**src/rtl/cellrv32_package.sv**
```systemverilog
// Shared types for the vector writeback block.
package cellrv32_package;

  // Writeback FSM: IDLE retires full/zero-mask heads directly, RD/WR perform
  // a read-modify-write merge for partially masked heads.
  typedef enum logic [1:0] {
    VWB_IDLE = 2'd0,
    VWB_RD   = 2'd1,
    VWB_WR   = 2'd2
  } vwb_state_t;

  localparam int VWB_STATE_W = 2;

endpackage

```
**src/rtl/vwb_fifo.sv**
```systemverilog
// Result buffer: fixed-depth FIFO with registered count, no pop-to-push bypass.
module vwb_fifo #(
  parameter int WIDTH = 8,
  parameter int DEPTH = 2
) (
  input  logic             clk_i,
  input  logic             reset,
  input  logic             push_i,
  input  logic [WIDTH-1:0] data_i,
  input  logic             pop_i,
  output logic [WIDTH-1:0] head_o,
  output logic             empty_o,
  output logic             full_o
);

  localparam int PW = (DEPTH > 1) ? $clog2(DEPTH) : 1;
  localparam logic [PW:0]   FULL_CNT = (PW+1)'(DEPTH);
  localparam logic [PW-1:0] LAST_PTR = PW'(DEPTH - 1);

  logic [WIDTH-1:0] mem_q [DEPTH];
  logic [WIDTH-1:0] mem_d [DEPTH];
  logic [PW-1:0]    wr_ptr_q, wr_ptr_d;
  logic [PW-1:0]    rd_ptr_q, rd_ptr_d;
  logic [PW:0]      count_q, count_d;
  logic             push_ok, pop_ok;

  assign empty_o = (count_q == '0);
  assign full_o  = (count_q == FULL_CNT);
  assign head_o  = mem_q[rd_ptr_q];
  assign push_ok = push_i && !full_o;
  assign pop_ok  = pop_i && !empty_o;

  // Next-state for storage, wrapping pointers and occupancy count
  always_comb begin
    mem_d    = mem_q;
    wr_ptr_d = wr_ptr_q;
    rd_ptr_d = rd_ptr_q;
    count_d  = count_q;
    if (push_ok) begin
      mem_d[wr_ptr_q] = data_i;
      wr_ptr_d = (wr_ptr_q == LAST_PTR) ? '0 : wr_ptr_q + PW'(1);
    end
    if (pop_ok) begin
      rd_ptr_d = (rd_ptr_q == LAST_PTR) ? '0 : rd_ptr_q + PW'(1);
    end
    case ({push_ok, pop_ok})
      2'b10:   count_d = count_q + (PW+1)'(1);
      2'b01:   count_d = count_q - (PW+1)'(1);
      default: count_d = count_q;
    endcase
  end

  // State registers; reset flushes and zeroes storage so the head reads 0
  always_ff @(posedge clk_i) begin
    if (reset) begin
      for (int i = 0; i < DEPTH; i++) mem_q[i] <= '0;
      wr_ptr_q <= '0;
      rd_ptr_q <= '0;
      count_q  <= '0;
    end else begin
      mem_q    <= mem_d;
      wr_ptr_q <= wr_ptr_d;
      rd_ptr_q <= rd_ptr_d;
      count_q  <= count_d;
    end
  end

endmodule

```
**src/rtl/vwb.sv**
```systemverilog
// Vector writeback: buffers execution results, merges partial masks with the
// current register contents and tracks per-register pending status.
module vwb
  import cellrv32_package::*;
#(
  parameter int VREGS      = 32,
  parameter int ELEMENTS   = 4,
  parameter int DATA_WIDTH = 32,
  parameter int FIFO_DEPTH = 2
) (
  input  logic                             clk_i,
  input  logic                             reset,
  input  logic                             alloc_valid_i,
  input  logic [$clog2(VREGS)-1:0]         alloc_addr_i,
  input  logic                             res_valid_i,
  output logic                             res_ready_o,
  input  logic [$clog2(VREGS)-1:0]         res_addr_i,
  input  logic [ELEMENTS-1:0]              res_mask_i,
  input  logic [ELEMENTS*DATA_WIDTH-1:0]   res_data_i,
  output logic [$clog2(VREGS)-1:0]         rd_addr_o,
  input  logic [ELEMENTS*DATA_WIDTH-1:0]   rd_data_i,
  output logic [ELEMENTS-1:0]              v_wr_en,
  output logic [$clog2(VREGS)-1:0]         v_wr_addr,
  output logic [ELEMENTS*DATA_WIDTH-1:0]   v_wr_data,
  output logic [VREGS-1:0]                 pending_o,
  output logic                             empty_o,
  output logic [VWB_STATE_W-1:0]           dbg_state_o
);

  localparam int AW = $clog2(VREGS);
  localparam int VW = ELEMENTS * DATA_WIDTH;
  localparam int FW = AW + ELEMENTS + VW;

  // Result handshake: a result transfers on a rising edge where res_valid_i
  // and res_ready_o are both high; ready only reflects FIFO space (a pop in
  // the same cycle does not free a slot early), and the producer must hold
  // addr/mask/data stable while valid is high and ready is low.

  logic [FW-1:0]       push_data, head;
  logic                fifo_empty, fifo_full, pop;
  logic [AW-1:0]       head_addr;
  logic [ELEMENTS-1:0] head_mask;
  logic [VW-1:0]       head_data;
  logic                mask_full, mask_zero;

  vwb_state_t          state_q, state_d;
  logic [VW-1:0]       merge_q, merge_d;
  logic [VREGS-1:0]    pending_q, pending_d;

  logic [ELEMENTS-1:0] wr_en;
  logic [AW-1:0]       wr_addr;
  logic [VW-1:0]       wr_data;

  assign push_data = {res_addr_i, res_mask_i, res_data_i};

  vwb_fifo #(
    .WIDTH (FW),
    .DEPTH (FIFO_DEPTH)
  ) u_fifo (
    .clk_i   (clk_i),
    .reset   (reset),
    .push_i  (res_valid_i && !fifo_full),
    .data_i  (push_data),
    .pop_i   (pop),
    .head_o  (head),
    .empty_o (fifo_empty),
    .full_o  (fifo_full)
  );

  assign head_addr = head[FW-1 -: AW];
  assign head_mask = head[VW +: ELEMENTS];
  assign head_data = head[VW-1:0];
  assign mask_full = &head_mask;
  assign mask_zero = ~|head_mask;

  // Writeback FSM: direct retire in IDLE, read-merge-write through RD/WR
  always_comb begin
    state_d = state_q;
    merge_d = merge_q;
    pop     = 1'b0;
    wr_en   = '0;
    wr_addr = '0;
    wr_data = '0;
    case (state_q)
      VWB_IDLE: begin
        if (!fifo_empty) begin
          if (mask_full) begin
            wr_en   = head_mask;
            wr_addr = head_addr;
            wr_data = head_data;
            pop     = 1'b1;
          end else if (mask_zero) begin
            // Nothing to write, but the register still leaves pending.
            pop = 1'b1;
          end else begin
            state_d = VWB_RD;
          end
        end
      end
      VWB_RD: begin
        merge_d = rd_data_i;
        state_d = VWB_WR;
      end
      VWB_WR: begin
        for (int i = 0; i < ELEMENTS; i++) begin
          wr_data[i*DATA_WIDTH +: DATA_WIDTH] = head_mask[i] ?
            head_data[i*DATA_WIDTH +: DATA_WIDTH] :
            merge_q[i*DATA_WIDTH +: DATA_WIDTH];
        end
        wr_en   = head_mask;
        wr_addr = head_addr;
        pop     = 1'b1;
        state_d = VWB_IDLE;
      end
      default: state_d = VWB_IDLE;
    endcase
  end

  // Pending scoreboard: retire clears, alloc sets, alloc wins on a tie
  always_comb begin
    pending_d = pending_q;
    if (pop) pending_d[head_addr] = 1'b0;
    if (alloc_valid_i) pending_d[alloc_addr_i] = 1'b1;
  end

  // State, merge buffer and pending registers with synchronous reset
  always_ff @(posedge clk_i) begin
    if (reset) begin
      state_q   <= VWB_IDLE;
      merge_q   <= '0;
      pending_q <= '0;
    end else begin
      state_q   <= state_d;
      merge_q   <= merge_d;
      pending_q <= pending_d;
    end
  end

  // Reset forces the write port quiet so an in-flight merge is dropped.
  assign res_ready_o = reset || !fifo_full;
  assign v_wr_en     = reset ? '0 : wr_en;
  assign v_wr_addr   = reset ? '0 : wr_addr;
  assign v_wr_data   = reset ? '0 : wr_data;
  assign rd_addr_o   = reset ? '0 : head_addr;
  assign empty_o     = reset || (fifo_empty && (state_q == VWB_IDLE));
  assign pending_o   = pending_q;
  assign dbg_state_o = state_q;

endmodule

```
**config.mk**
```make
export PLATFORM = sky130hd
export DESIGN_NAME = vwb
export DESIGN_NICKNAME = d
export VERILOG_FILES = /design/src/rtl/cellrv32_package.sv /design/src/rtl/vwb_fifo.sv /design/src/rtl/vwb.sv
export SDC_FILE = /design/constraint.sdc
export NUM_CORES = 1
export LEC_CHECK = 0
export BUFFER_PORTS_ARGS = -buffer_cell sky130_fd_sc_hd__buf_2
export CAP_MARGIN = 20
export CORE_MARGIN = 2
export CORE_UTILIZATION = 60
export CTS_BUF_LIST = sky130_fd_sc_hd__clkbuf_4
export DETAILED_ROUTE_END_ITERATION = 8
export PLACE_DENSITY_LB_ADDON = 0.15
export SYNTH_ARGS = -nofsm -noshare
export SYNTH_HDL_FRONTEND = slang
export SYNTH_SLANG_ARGS = --single-unit
```
**constraint.sdc**
```tcl
create_clock -name clk_i -period 4.1 [get_ports clk_i]
set_input_delay 0.205 -clock clk_i [delete_from_list [all_inputs] [get_ports clk_i]]
set_output_delay 0.205 -clock clk_i [all_outputs]
set_load 0.01 [all_outputs]
```
==> impl_metrics.json, run 1 <==
{
  "gp_congestion": 0.8716,
  "htree_levels": 3,
  "top_layer_used": "met4",
  "cts_tree": "built",
  "dp_hpwl_mm": 37.06,
  "synthesis.area_mm2": 0.01872,
  "start_kind": "flip-flop",
  "r2r_cells": 7,
  "drv_cap": 0,
  "numCtsBuffers": 110,
  "synth_top_area_cell": "dfxtp_1",
  "synth_top_area_frac": 0.4705,
  "syn_inst": 2481,
  "synth_area_per_cell_um2": 7.547,
  "crit_buf_inv": 2,
  "ys_types": 47,
  "setup_viol": 0,
  "p_sw_w": 0.003893,
  "clock_skew_ns": 0.04824,
  "drive_gt1_frac": 0.2139,
  "path_cells": "or4_1 -> nor3b_1 -> o21ai_2 -> buf_4 -> o21ai_0 -> buf_2",
  "power_leakage_nw": 9.852,
  "pwr-share-comb": 0.246,
  "wl_met2_mm": 32.83,
  "drcViolationCount": 0,
  "pre_cts_ws_ns": 1.483,
  "ant_nets": 0,
  "final_common_cell": "nand2_1",
  "postCtsResizedCells": 0,
  "fillers": 1872,
  "synth_area_leaders": "dfxtp_1 (47%), nand2_1 (19%), a21oi_1 (12%)",
  "synth_seq_cells": 440,
  "wl_met1_mm": 24.89,
  "initial_utilization": 0.6105,
  "worstMarginPinSlew_ns": 1.381,
  "period_share": 0.8399,
  "cp.depth": 6,
  "rows": 64,
  "fp.dieArea_mm2": 0.03263,
  "core-area_mm2": 0.03067,
  "cp_max_fo": 32,
  "drt-vias-per-instance": 5.912,
  "io_buffers": 451,
  "crit_path_max_incr_delay_ns": 0.68,
  "yosys_warnings": 0,
  "final_cell_mix": "nand2_1 (946), buf_2 (450), a21oi_1 (442), dfxtp_1 (439), dlygate4sd3_1 (279)",
  "clk_latency_ns": 0.79,
  "pwr-share-clk": 0.318,
  "wl_per_cell_um": 19.04,
  "finalPower_w": 0.01149,
  "die_y_um": 180.7,
  "nets": 3423,
  "cts.sinks": 440,
  "switching_share": 0.3389,
  "holdWs_ns": 0.2198,
  "root_buffer": "clkbuf_4",
  "worst_slew_margin_rel": 0.07921,
  "holdPathStages": 4,
  "grt_pass1_vias": 21240,
  "seqPwrFrac": 0.436,
  "async_flop_share": 0,
  "synth_fp_nets": 2756,
  "grt_max_degree": 257,
  "rrSetupSlack_ns": 1.28,
  "synth-edff-count": 0,
  "worstSetupPathType": "reg2out",
  "status": "finished clean",
  "dr.pass1.iters": 6,
  "timing.fmax_ghz": 0.2904,
  "ctsHoldBuffers": 279,
  "track_usage": 0.4082,
  "post-cts-setup-buffer-count": 0,
  "fin_tns_setup_ns": 0,
  "clk_path_buf_depth": 3,
  "hold_class": "in2reg",
  "hold_viol_final": 0,
  "drt_iter0_markers": 2310,
  "crit_required_ns": 3.89,
  "ys_seq_area_frac": 0.4705,
  "cpMaxStageDelayCell": "or4_1",
  "p_int_w": 0.007594,
  "min_period_ns": 3.443,
  "antenna_found_initial": 9,
  "placed_cell_area_mm2": 0.02101,
  "rsz0062_at_grt": "no",
  "crit_arrival_ns": 3.24,
  "irDropWorstVdd_uv": 347.1,
  "end_kind": "output port",
  "setup_ws_ns": 0.6565,
  "power.density_mw_per_mm2": 456.1,
  "grt_pass1_wl_mm": 108.7,
  "pin_count": 452,
  "wirelength_mm": 68.99,
  "die_w_um": 180.7,
  "path_clk_slew_ns": 0.08,
  "grt.overflow.total": 0,
  "ys.flop_type": "dfxtp_1",
  "cp_top_family": "simple AND/OR/NAND/NOR gates",
  "wl_met3_mm": 6.934,
  "maxSlewViolCount": 0,
  "fin_area_mm2": 0.02519,
  "vias": 21430,
  "synthToLayoutAreaGrowth_pct": 34.54
}
[through the flow]
stage,util,cells
after global placement,0.6848,3151
after detailed placement,0.6851,3152
after global routing,0.8211,3622
after floorplan,-,2481
after CTS,0.8195,3612
final,0.8213,3624
[power groups by stage]
stage | Clock (W) | Sequential [W] | Combinational (W)
after floorplan | 0 | 0.00500 | 0.00179
after detailed placement | 0 | 0.00507 | 0.00247
after CTS | 0.00364 | 0.00498 | 0.00270
after global placement | 0 | 0.00504 | 0.00242
final | 0.00365 | 0.00501 | 0.00283
after global routing | 0.00393 | 0.00505 | 0.00303
[Yosys cell counts, types with 12 or more instances]
master    count
a21oi_1     442
buf_1        15
clkbuf_1    176
dfxtp_1     440
mux2i_1     131
nand2_1     947
nand2b_1     12
nor2_1       20
o21ai_0     123
o31a_1       32
o41ai_1      28
or2_2        14
[state kept, by name, indices dropped and copies added (netlist names)]
register / flops
u_fifo.mem_q: 274
u_fifo.wr_ptr_q: 1
u_fifo.count_q: 2
pending_o: 32
merge_q: 128
u_fifo.rd_ptr_q: 1
dbg_state_o: 2
[area by class of cell]
type | instances | area (um^2) | area share
Sequential cell | 440 | 8812 | 0.3498
Clock buffer | 166 | 1246 | 0.04947
Timing Repair Buffer | 758 | 5340 | 0.2120
Inverter | 8 | 30.03 | 0.001192
Tap cell | 396 | 495.5 | 0.01967
Multi-Input combinational cell | 1830 | 9154 | 0.3634
Clock inverter | 15 | 83.83 | 0.003328
Antenna cell | 11 | 27.53 | 0.001093
[routing by layer]
layer,track usage,up-vias
met4,0.2442,0
met3,0.1118,351
met1,0.4657,9931
li1,-,9674
met5,0,-
met2,0.6827,1470
[final timing paths]
check | startpoint | endpoint
min | res_data_i[7] | u_fifo.mem_q[7]
min reg2reg | u_fifo.mem_q[6] | u_fifo.mem_q[6]
max reg2reg | u_fifo.count_q[0] | u_fifo.mem_q[149]
max | dbg_state_o[1] | v_wr_data[13]
[cell families (layout without fill, tap and decap cells)]
logic type,Yosys count,in the layout,synth area share
compound gates,652,652,0.1902
xor+xnor,3,3,0.001404
fa+ha+maj,1,1,0.0006682
buf+inv,211,947,0.04477
flops,440,440,0.4705
mux,135,135,0.07264
other cells,0,11,0
simple gates,1039,1039,0.2199
[worst register-to-register path: cells and delay by family (launching register included)]
kind,cells,cell delay (ns)
buffers and inverters,2,1.03
AO/OA/AOI/OAI,1,0.17
AND/OR/NAND/NOR,4,1.24
flip-flops,1,0.35
No activity file was read; power rests on OpenSTA's default activity.
==> run 2, diff against run 1 <==
- CORE_UTILIZATION: 60 -> 56
- clock period: 4.1 -> 3.25 ns (I/O delays scaled with it)
==> impl_metrics.json, run 2 (same netlist as run 1, synthesis figures left out) <==
{
  "rrSetupSlack_ns": 0.70,
  "grt_pass1_wl_mm": 106.6,
  "switching_share": 0.3347,
  "initial_utilization": 0.5725,
  "path_cells": "or4_4 -> nor3b_4 -> o21ai_4 -> buf_4 -> o21ai_0 -> buf_2",
  "maxSlewViolCount": 0,
  "track_usage": 0.3719,
  "wirelength_mm": 68.08,
  "crit_arrival_ns": 3.01,
  "seqPwrFrac": 0.426,
  "synthToLayoutAreaGrowth_pct": 36.22,
  "holdPathEnd": "merge_q[18]",
  "nets": 3433,
  "gp_congestion": 0.9403,
  "cp_top_family": "simple AND/OR/NAND/NOR gates",
  "pre_cts_ws_ns": 0.7151,
  "grt_pass1_vias": 20640,
  "rows": 66,
  "r2r-start": "u_fifo.rd_ptr_q",
  "drt-vias-per-instance": 5.697,
  "core-area_mm2": 0.03270,
  "cts_tree": "built",
  "crit_required_ns": 3.09,
  "p_sw_w": 0.004954,
  "largest_register": "u_fifo.mem_q",
  "vias": 21050,
  "drcViolationCount": 0,
  "final_cell_mix": "nand2_1 (946), buf_2 (450), a21oi_1 (442), dfxtp_1 (439), dlygate4sd3_1 (278)",
  "power_leakage_nw": 9.974,
  "htree_levels": 3,
  "grt.overflow.total": 0,
  "largest_reg_flops": 274,
  "timing.fmax_ghz": 0.3148,
  "start_kind": "flip-flop",
  "fp.dieArea_mm2": 0.03491,
  "clock_skew_ns": 0.07064,
  "wl_per_cell_um": 18.43,
  "cpMaxStageDelayCell": "or4_4",
  "hold_viol_final": 0,
  "pwr-share-comb": 0.240,
  "pin_count": 452,
  "cp_max_fo": 13,
  "fin_area_mm2": 0.02550,
  "cts.sinks": 440,
  "hold_class": "in2reg",
  "period_share": 0.9775,
  "ant_nets": 0,
  "pwr-share-clk": 0.333,
  "irDropWorstVdd_uv": 518.3,
  "worstSetupPathType": "reg2out",
  "p_int_w": 0.009849,
  "clk_latency_ns": 0.81,
  "final_common_cell": "nand2_1",
  "r2r_end": "u_fifo.count_q[1]",
  "dp_hpwl_mm": 38.15,
  "antenna_found_initial": 11,
  "power.density_mw_per_mm2": 580.4,
  "r2r_cells": 6,
  "setup_viol": 0,
  "dr.pass1.iters": 6,
  "io_buffers": 451,
  "crit_path_max_incr_delay_ns": 0.62,
  "worst_slew_margin_rel": 0.3354,
  "holdCritStartpoint": "rd_data_i[18]",
  "setup_ws_ns": 0.07315,
  "holdPathStages": 4,
  "path_clk_slew_ns": 0.07,
  "drv_cap": 0,
  "drt_iter0_markers": 1852,
  "numCtsBuffers": 115,
  "root_buffer": "clkbuf_4",
  "clk_path_buf_depth": 3,
  "holdWs_ns": 0.1500,
  "placed_cell_area_mm2": 0.02114,
  "die_w_um": 186.9,
  "grt_max_degree": 222,
  "status": "finished clean",
  "finalPower_w": 0.01480,
  "end_kind": "output port",
  "worstMarginPinSlew_ns": 0.9970,
  "final_util": 0.7799,
  "crit_buf_inv": 2,
  "drive_gt1_frac": 0.2204,
  "min_period_ns": 3.177,
  "die_y_um": 186.9
}
run 2: cell types whose count changed in the layout (fill, tap and decap cells not counted), sizes merged:
cell,previous run,this run
o21ai,133,134
diode,11,12
dlygate4sd3,279,278
clkinv,12,13
bufinv,1,2
buf,479,484
clkinvlp,0,3
clkbuf,166,179
run 2: power by group through the flow:
stage / clock [W] / sequential [W] / combinational [W]
floorplan: 0 / 0.00630 / 0.00225
global placement: 0 / 0.00637 / 0.00308
detailed placement: 0 / 0.00640 / 0.00314
CTS: 0.00495 / 0.00628 / 0.00342
global route: 0.00525 / 0.00636 / 0.00384
finish: 0.00494 / 0.00631 / 0.00356
run 2: area by class of cell:
cell class	count	area, um^2
tap	442	553.0
multi-input combinational	1831	9208
sequential	440	8812
fill	2191	7197
clock inverter	20	138.9
inverter	8	30.03
clock buffer	179	1344
antenna	12	30.03
timing repair buffer	762	5389
run 2: what timing repair did:
item	in CTS	in global routing
setup buffers	0	1
resized for setup	5	6
endpoints found under the setup margin	27	35
cloned	0	1
hold endpoints to repair	439	0
pin swaps	0	2
hold buffers	278	0
run 2: layer usage:
layer | vias to the layer above | share of wire | wire length (um) | track usage
met1 | 9802 | 0.38 | 25600 | 0.4415
li1 | 9731 | - | - | -
met3 | 275 | 0.097 | 6619 | 0.09231
met2 | 1235 | 0.47 | 32160 | 0.6162
met4 | 2 | 0.054 | 3690 | 0.2106
met5 | - | 0.00019 | 13 | 0
run 2: how the worst max path moves through the flow:
stage | startpoint | end | slack [ns] | cells past startpoint
final | dbg_state_o[1] | v_wr_data[84] | 0.07 | 6
after global routing | u_fifo.count_q[0] | v_wr_data[49] | -0.07 | 7
after CTS | dbg_state_o[1] | v_wr_data[4] | -0.02 | 6
after detailed placement | u_fifo.rd_ptr_q | u_fifo.count_q[1] | 0.72 | 6
after global placement | u_fifo.rd_ptr_q | v_wr_data[84] | 0.77 | 7
after floorplan | u_fifo.rd_ptr_q | u_fifo.count_q[1] | 0.89 | 7
run 2: worst min-delay path, stage by stage:
cell and delay (ns):
dlygate4sd3_1 0.53, buf_2 0.12, nand2_1 0.05, a21oi_1 0.05
run 2: metrics by stage:
stage               setup TNS, ns  cells
floorplan                       0   2481
global placement                0   3203
detailed placement              0   3203
CTS                      -0.02224   3680
global route             -0.06714   3691
finish                          0   3694
